`src/rtl/processor_key_in.sv`:
```
// Avalon-MM input PIO for pushbuttons/switches: 2-FF synchronizer, per-bit
// debounce, edge capture with write-1-to-clear, and a masked interrupt.
module processor_key_in #(
  parameter int WIDTH           = 3,
  parameter int DEBOUNCE_CYCLES = 16,
  parameter int EDGE_TYPE       = 0,
  parameter int IDLE_LEVEL      = 1
) (
  input  logic             clk,
  input  logic             reset_n,
  input  logic [1:0]       address,
  input  logic             chipselect,
  input  logic             write_n,
  input  logic [31:0]      writedata,
  input  logic [WIDTH-1:0] in_port,
  output logic [31:0]      readdata,
  output logic             irq
);

  localparam int CNT_W = $clog2(DEBOUNCE_CYCLES) + 1;
  localparam logic [CNT_W-1:0] CNT_LAST = CNT_W'(DEBOUNCE_CYCLES - 1);
  localparam logic [WIDTH-1:0] IDLE_VEC = (IDLE_LEVEL != 0) ? '1 : '0;

  localparam logic [1:0] ADDR_DATA  = 2'd0;
  localparam logic [1:0] ADDR_MASK  = 2'd2;
  localparam logic [1:0] ADDR_EDGE  = 2'd3;

  // Does an accepted transition old_lvl -> new_lvl count as a capturable edge?
  function automatic logic edge_match(input logic old_lvl, input logic new_lvl);
    logic hit;
    if (EDGE_TYPE == 0)      hit = old_lvl & ~new_lvl;
    else if (EDGE_TYPE == 1) hit = ~old_lvl & new_lvl;
    else                     hit = old_lvl ^ new_lvl;
    return hit;
  endfunction

  function automatic logic [31:0] zext(input logic [WIDTH-1:0] v);
    return 32'(v);
  endfunction

  logic [WIDTH-1:0] sync_p0;
  logic [WIDTH-1:0] sync_p1;
  logic [WIDTH-1:0] stable_p2;
  logic [CNT_W-1:0] cnt_p2 [WIDTH];
  logic [WIDTH-1:0] differ;
  logic [WIDTH-1:0] accept;
  logic [WIDTH-1:0] edge_set;
  logic [WIDTH-1:0] edge_clr;
  logic [WIDTH-1:0] irqmask;
  logic [WIDTH-1:0] edgecapture;
  logic             wr_en;

  if (WIDTH < 32) begin : g_wdata_hi
    logic unused_wdata_hi;
    assign unused_wdata_hi = ^writedata[31:WIDTH];
  end

  // Stage p0/p1: two-flop synchronizer on the raw pins
  always_ff @(posedge clk or negedge reset_n) begin
    if (!reset_n) begin
      sync_p0 <= IDLE_VEC;
      sync_p1 <= IDLE_VEC;
    end else begin
      sync_p0 <= in_port;
      sync_p1 <= sync_p0;
    end
  end

  // Stage p2: a bit is accepted once it has differed for DEBOUNCE_CYCLES cycles
  always_comb begin
    differ   = sync_p1 ^ stable_p2;
    accept   = '0;
    edge_set = '0;
    for (int i = 0; i < WIDTH; i++) begin
      accept[i]   = differ[i] && (cnt_p2[i] == CNT_LAST);
      edge_set[i] = accept[i] && edge_match(stable_p2[i], sync_p1[i]);
    end
  end

  for (genvar g = 0; g < WIDTH; g++) begin : g_debounce
    always_ff @(posedge clk or negedge reset_n) begin
      if (!reset_n)
        cnt_p2[g] <= '0;
      else if (!differ[g] || accept[g])
        cnt_p2[g] <= '0;
      else
        cnt_p2[g] <= cnt_p2[g] + CNT_W'(1);
    end
  end

  always_ff @(posedge clk or negedge reset_n) begin
    if (!reset_n)
      stable_p2 <= IDLE_VEC;
    else
      stable_p2 <= stable_p2 ^ accept;
  end

  // Register file; a capture on the same edge as a clear keeps the bit set
  assign wr_en    = chipselect && !write_n;
  assign edge_clr = (wr_en && (address == ADDR_EDGE)) ? writedata[WIDTH-1:0] : '0;

  always_ff @(posedge clk or negedge reset_n) begin
    if (!reset_n) begin
      irqmask     <= '0;
      edgecapture <= '0;
    end else begin
      if (wr_en && (address == ADDR_MASK))
        irqmask <= writedata[WIDTH-1:0];
      edgecapture <= (edgecapture & ~edge_clr) | edge_set;
    end
  end

  always_comb begin
    readdata = '0;
    case (address)
      ADDR_DATA: readdata = zext(stable_p2);
      ADDR_MASK: readdata = zext(irqmask);
      ADDR_EDGE: readdata = zext(edgecapture);
      default:   readdata = '0;
    endcase
  end

  assign irq = |(edgecapture & irqmask);

endmodule

```
`config.mk`:
```
export PLATFORM = sky130hd
export DESIGN_NAME = processor_key_in
export DESIGN_NICKNAME = d
export VERILOG_FILES = /design/src/rtl/processor_key_in.sv
export SDC_FILE = /design/constraint.sdc
export NUM_CORES = 1
export LEC_CHECK = 0
export BUFFER_PORTS_ARGS = -buffer_cell sky130_fd_sc_hd__buf_2
export CORE_MARGIN = 2
export CORE_UTILIZATION = 30
export DETAILED_ROUTE_END_ITERATION = 8
export PLACE_DENSITY = 0.61
export SKIP_CTS_REPAIR_TIMING = 1
export SKIP_LAST_GASP = 1
export SLEW_MARGIN = 5
export SYNTH_ARGS = -nofsm -noshare
export SYNTH_HDL_FRONTEND = slang
export SYNTH_SLANG_ARGS = --single-unit
```
`constraint.sdc`:
```
create_clock -name clk -period 2.68 [get_ports clk]
set_clock_uncertainty 0.05 [all_clocks]
set_input_delay 0 -clock clk [delete_from_list [all_inputs] [get_ports clk]]
set_output_delay 0 -clock clk [all_outputs]
set_load 0.01 [all_outputs]
```
==> impl_metrics.py <==
metrics = {
    "clocking": {
        "numCtsBuffers": 5,
        "clock_sinks": 30,
        "tritoncts": "done",
        "worstSkewPairLatency_ns": 0.28,
        "htree_levels": 2,
        "clk_pin_slew_ns": 0.07,
        "cts_root_buffer": "clkbuf_8",
        "clock_path_buffers": 2,
    },
    "placed_design": {
        "port_buffers": 15,
        "pre_cts_slack_ns": 1.119,
        "placedCellCount": 218,
        "gp_congestion": 0.7188,
        "dp.final_hpwl_mm": 1.702,
    },
    "setup_path": {
        "cp_top_family": "adder cells",
        "cp_data_arrival_time_ns": 1.73,
        "slowest_delay_ns": 0.40,
        "crit_chain": "ha_1, and3_1, ha_1, nor3b_1, mux2_2",
        "worstPathMaxFanout": 8,
        "path_class": "flop to flop",
        "worstSetupStartpointType": "flop",
        "endpoint_kind": "flop",
        "crit_buf_inv": 0,
        "cpMostUsedCell": "ha_1",
        "crit_required_ns": 2.85,
        "slowest_stage": "dfrtp_1",
    },
    "synth": {
        "ys_ff_latch": 30,
        "synth_edf_count": 0,
        "yosysSeqAreaShare_pct": 47.95,
        "synthTopCellsByCount": "buf_4, dfrtp_1, nor3_1, inv_1",
        "ys.flop_type": "dfrtp_1",
        "synthArstFlopShare_pct": 100.0,
        "netlist_area_mm2": 0.001589,
        "yosysUniqueCellTypes": 23,
        "yosysTopAreaCell": "dfrtp_1",
        "synth_area_leaders": "dfrtp_1, dfstp_2, buf_4",
        "post-synth-top-area-fraction_pct": 33.07,
        "avgSynthCellArea_um2": 11.60,
        "ys.warnings.count": 0,
        "synthMostInstantiatedCell": "buf_4",
        "synth_cells": 137,
    },
    "power": {
        "p_leak_nw": 0.8771,
        "power_mw": 1.052,
        "irDropWorstVdd_v": 0.0002377,
        "cellPowerDensity_mw_per_mm2": 582.9,
    },
    "floorplanning": {
        "num_rows": 26,
        "dieWidth_um": 76.78,
        "die_y_um": 76.78,
        "ios": 74,
        "initial_utilization_pct": 31.11,
        "die_area_mm2": 0.005895,
        "core_area_mm2": 0.005107,
    },
    "timing": {
        "hold_viol_final": 0,
        "fmax_mhz": 640.7,
        "period_needed_ns": 1.561,
        "slew_headroom_pct": 55.89,
        "worst_pin_slew_ns": 0.6617,
        "finalSetupViolations": 0,
        "fin_setup_tns_ns": 0,
        "fin_crit_sh_pct": 58.24,
        "rsz0062_at_grt": "no",
        "setup_ws_ns": 1.119,
        "slew_violations": 0,
    },
    "global_routing": {
        "grt.overflow.total": 0,
        "grt_pass1_vias": 827,
        "grt_max_degree": 31,
        "grt_antenna_before_repair": 0,
        "grt_pass1_wl_mm": 3.939,
        "track_usage_pct": 8.864,
    },
    "layout": {
        "area_growth_pct": 13.62,
        "n_antenna_cell": 0,
        "post-route-util_pct": 35.35,
        "drive_above_1_share_pct": 27.61,
        "final_nets": 212,
        "fin_cells": 233,
    },
    "detailed_routing": {
        "drt_iter0_markers": 63,
        "ant_nets": 0,
        "vias_per_cell": 4.043,
        "drc": 0,
        "avgRoutedWirePerCell_um": 10.35,
        "dr.pass1.iters": 4,
        "vias": 942,
        "routed_wl_mm": 2.412,
    },
    "job": {
        "drv_cap": 0,
    },
    "min_path": {
        "hp-class": "primary input to flop",
    },
    "outcome": {
        "outcome": "completed",
    },
}
final cells by class:
type,instances,area [um^2]
timing repair buffer,22,145.1
fill,551,3302
tap,70,87.58
inverter,10,37.54
sequential,30,762.0
multi-input combinational,93,663.1
clock buffer,8,110.1
routing by layer:
layer / GRT usage (%) / wire length (um)
met3: 4.118 / 160
met2: 12.63 / 1096
met1: 11.00 / 1113
met4: 4.909 / 41
met5: 0 / 0
worst paths after layout:
check	startpoint	to	slack, ns	cells past startpoint
max	cnt_p2[10]	cnt_p2[13]	1.12	5
min	chipselect	edgecapture[0]	0.15	3
max reg2reg	cnt_p2[10]	cnt_p2[13]	1.12	5
min reg2reg	sync_p0[2]	sync_p1[2]	0.30	0
max in group asynchronous	reset_n	cnt_p2[10]	1.91	2
min in group asynchronous	reset_n	irqmask[2]	0.24	2
flip-flops by register name, summed over array words and instances (netlist names), named ones only:
signal and count:
cnt_p2 15, edgecapture 3, irqmask 3, sync_p0 3, sync_p1 3
cell families (layout without fill, tap and decap cells):
logic type / after synthesis / in the layout / synth area share, %
buffers and inverters: 42 / 40 / 16.93
other: 1 / 29 / 0.2360
XOR/XNOR: 3 / 3 / 1.654
AO/OA/AOI/OAI: 7 / 7 / 3.701
adder cells (fa/ha/maj): 9 / 9 / 7.087
flip-flops: 30 / 30 / 47.95
AND/OR/NAND/NOR: 33 / 33 / 13.23
multiplexers: 12 / 12 / 9.213
worst reg2reg max path, cell delays in order, from the launching register on:
cell and delay [ns]:
dfrtp_1 0.40, ha_1 0.22, and3_1 0.19, ha_1 0.28, nor3b_1 0.21, mux2_2 0.16
through the flow:
step	instance area, um^2	hold WS [ns]
2_1_floorplan	1694	-0.3456
3_5_place_dp	1625	0.02762
4_1_cts	1735	-0.2802
6_report	1805	0.1461
3_3_place_gp	1625	0.02370
5_1_grt	1805	0.1732
cells in the final DEF, fill, tap and decap left out:
cell            n
dlygate4sd3_1   7
o211ai_1        3
dfrtp_1        21
xnor2_1         3
and4bb_4        1
mux2_4          3
a222oi_1        1
dfstp_2         9
a22o_1          3
nand2b_1        3
and3_1          3
clkbuf_8        8
nand3_1         3
nor2_1          1
ha_1            9
mux2_2          9
nor3b_1         6
nand3b_1        3
nor3_1         12
buf_2          15
conb_1         29
inv_1          10
and4b_1         1
power by group:
group          switching, mW  internal (mW)
clock                  0.165          0.259
sequential            0.0189          0.485
combinational         0.0636         0.0617
total                  0.247          0.805
Power figures use the tool's default switching activity.
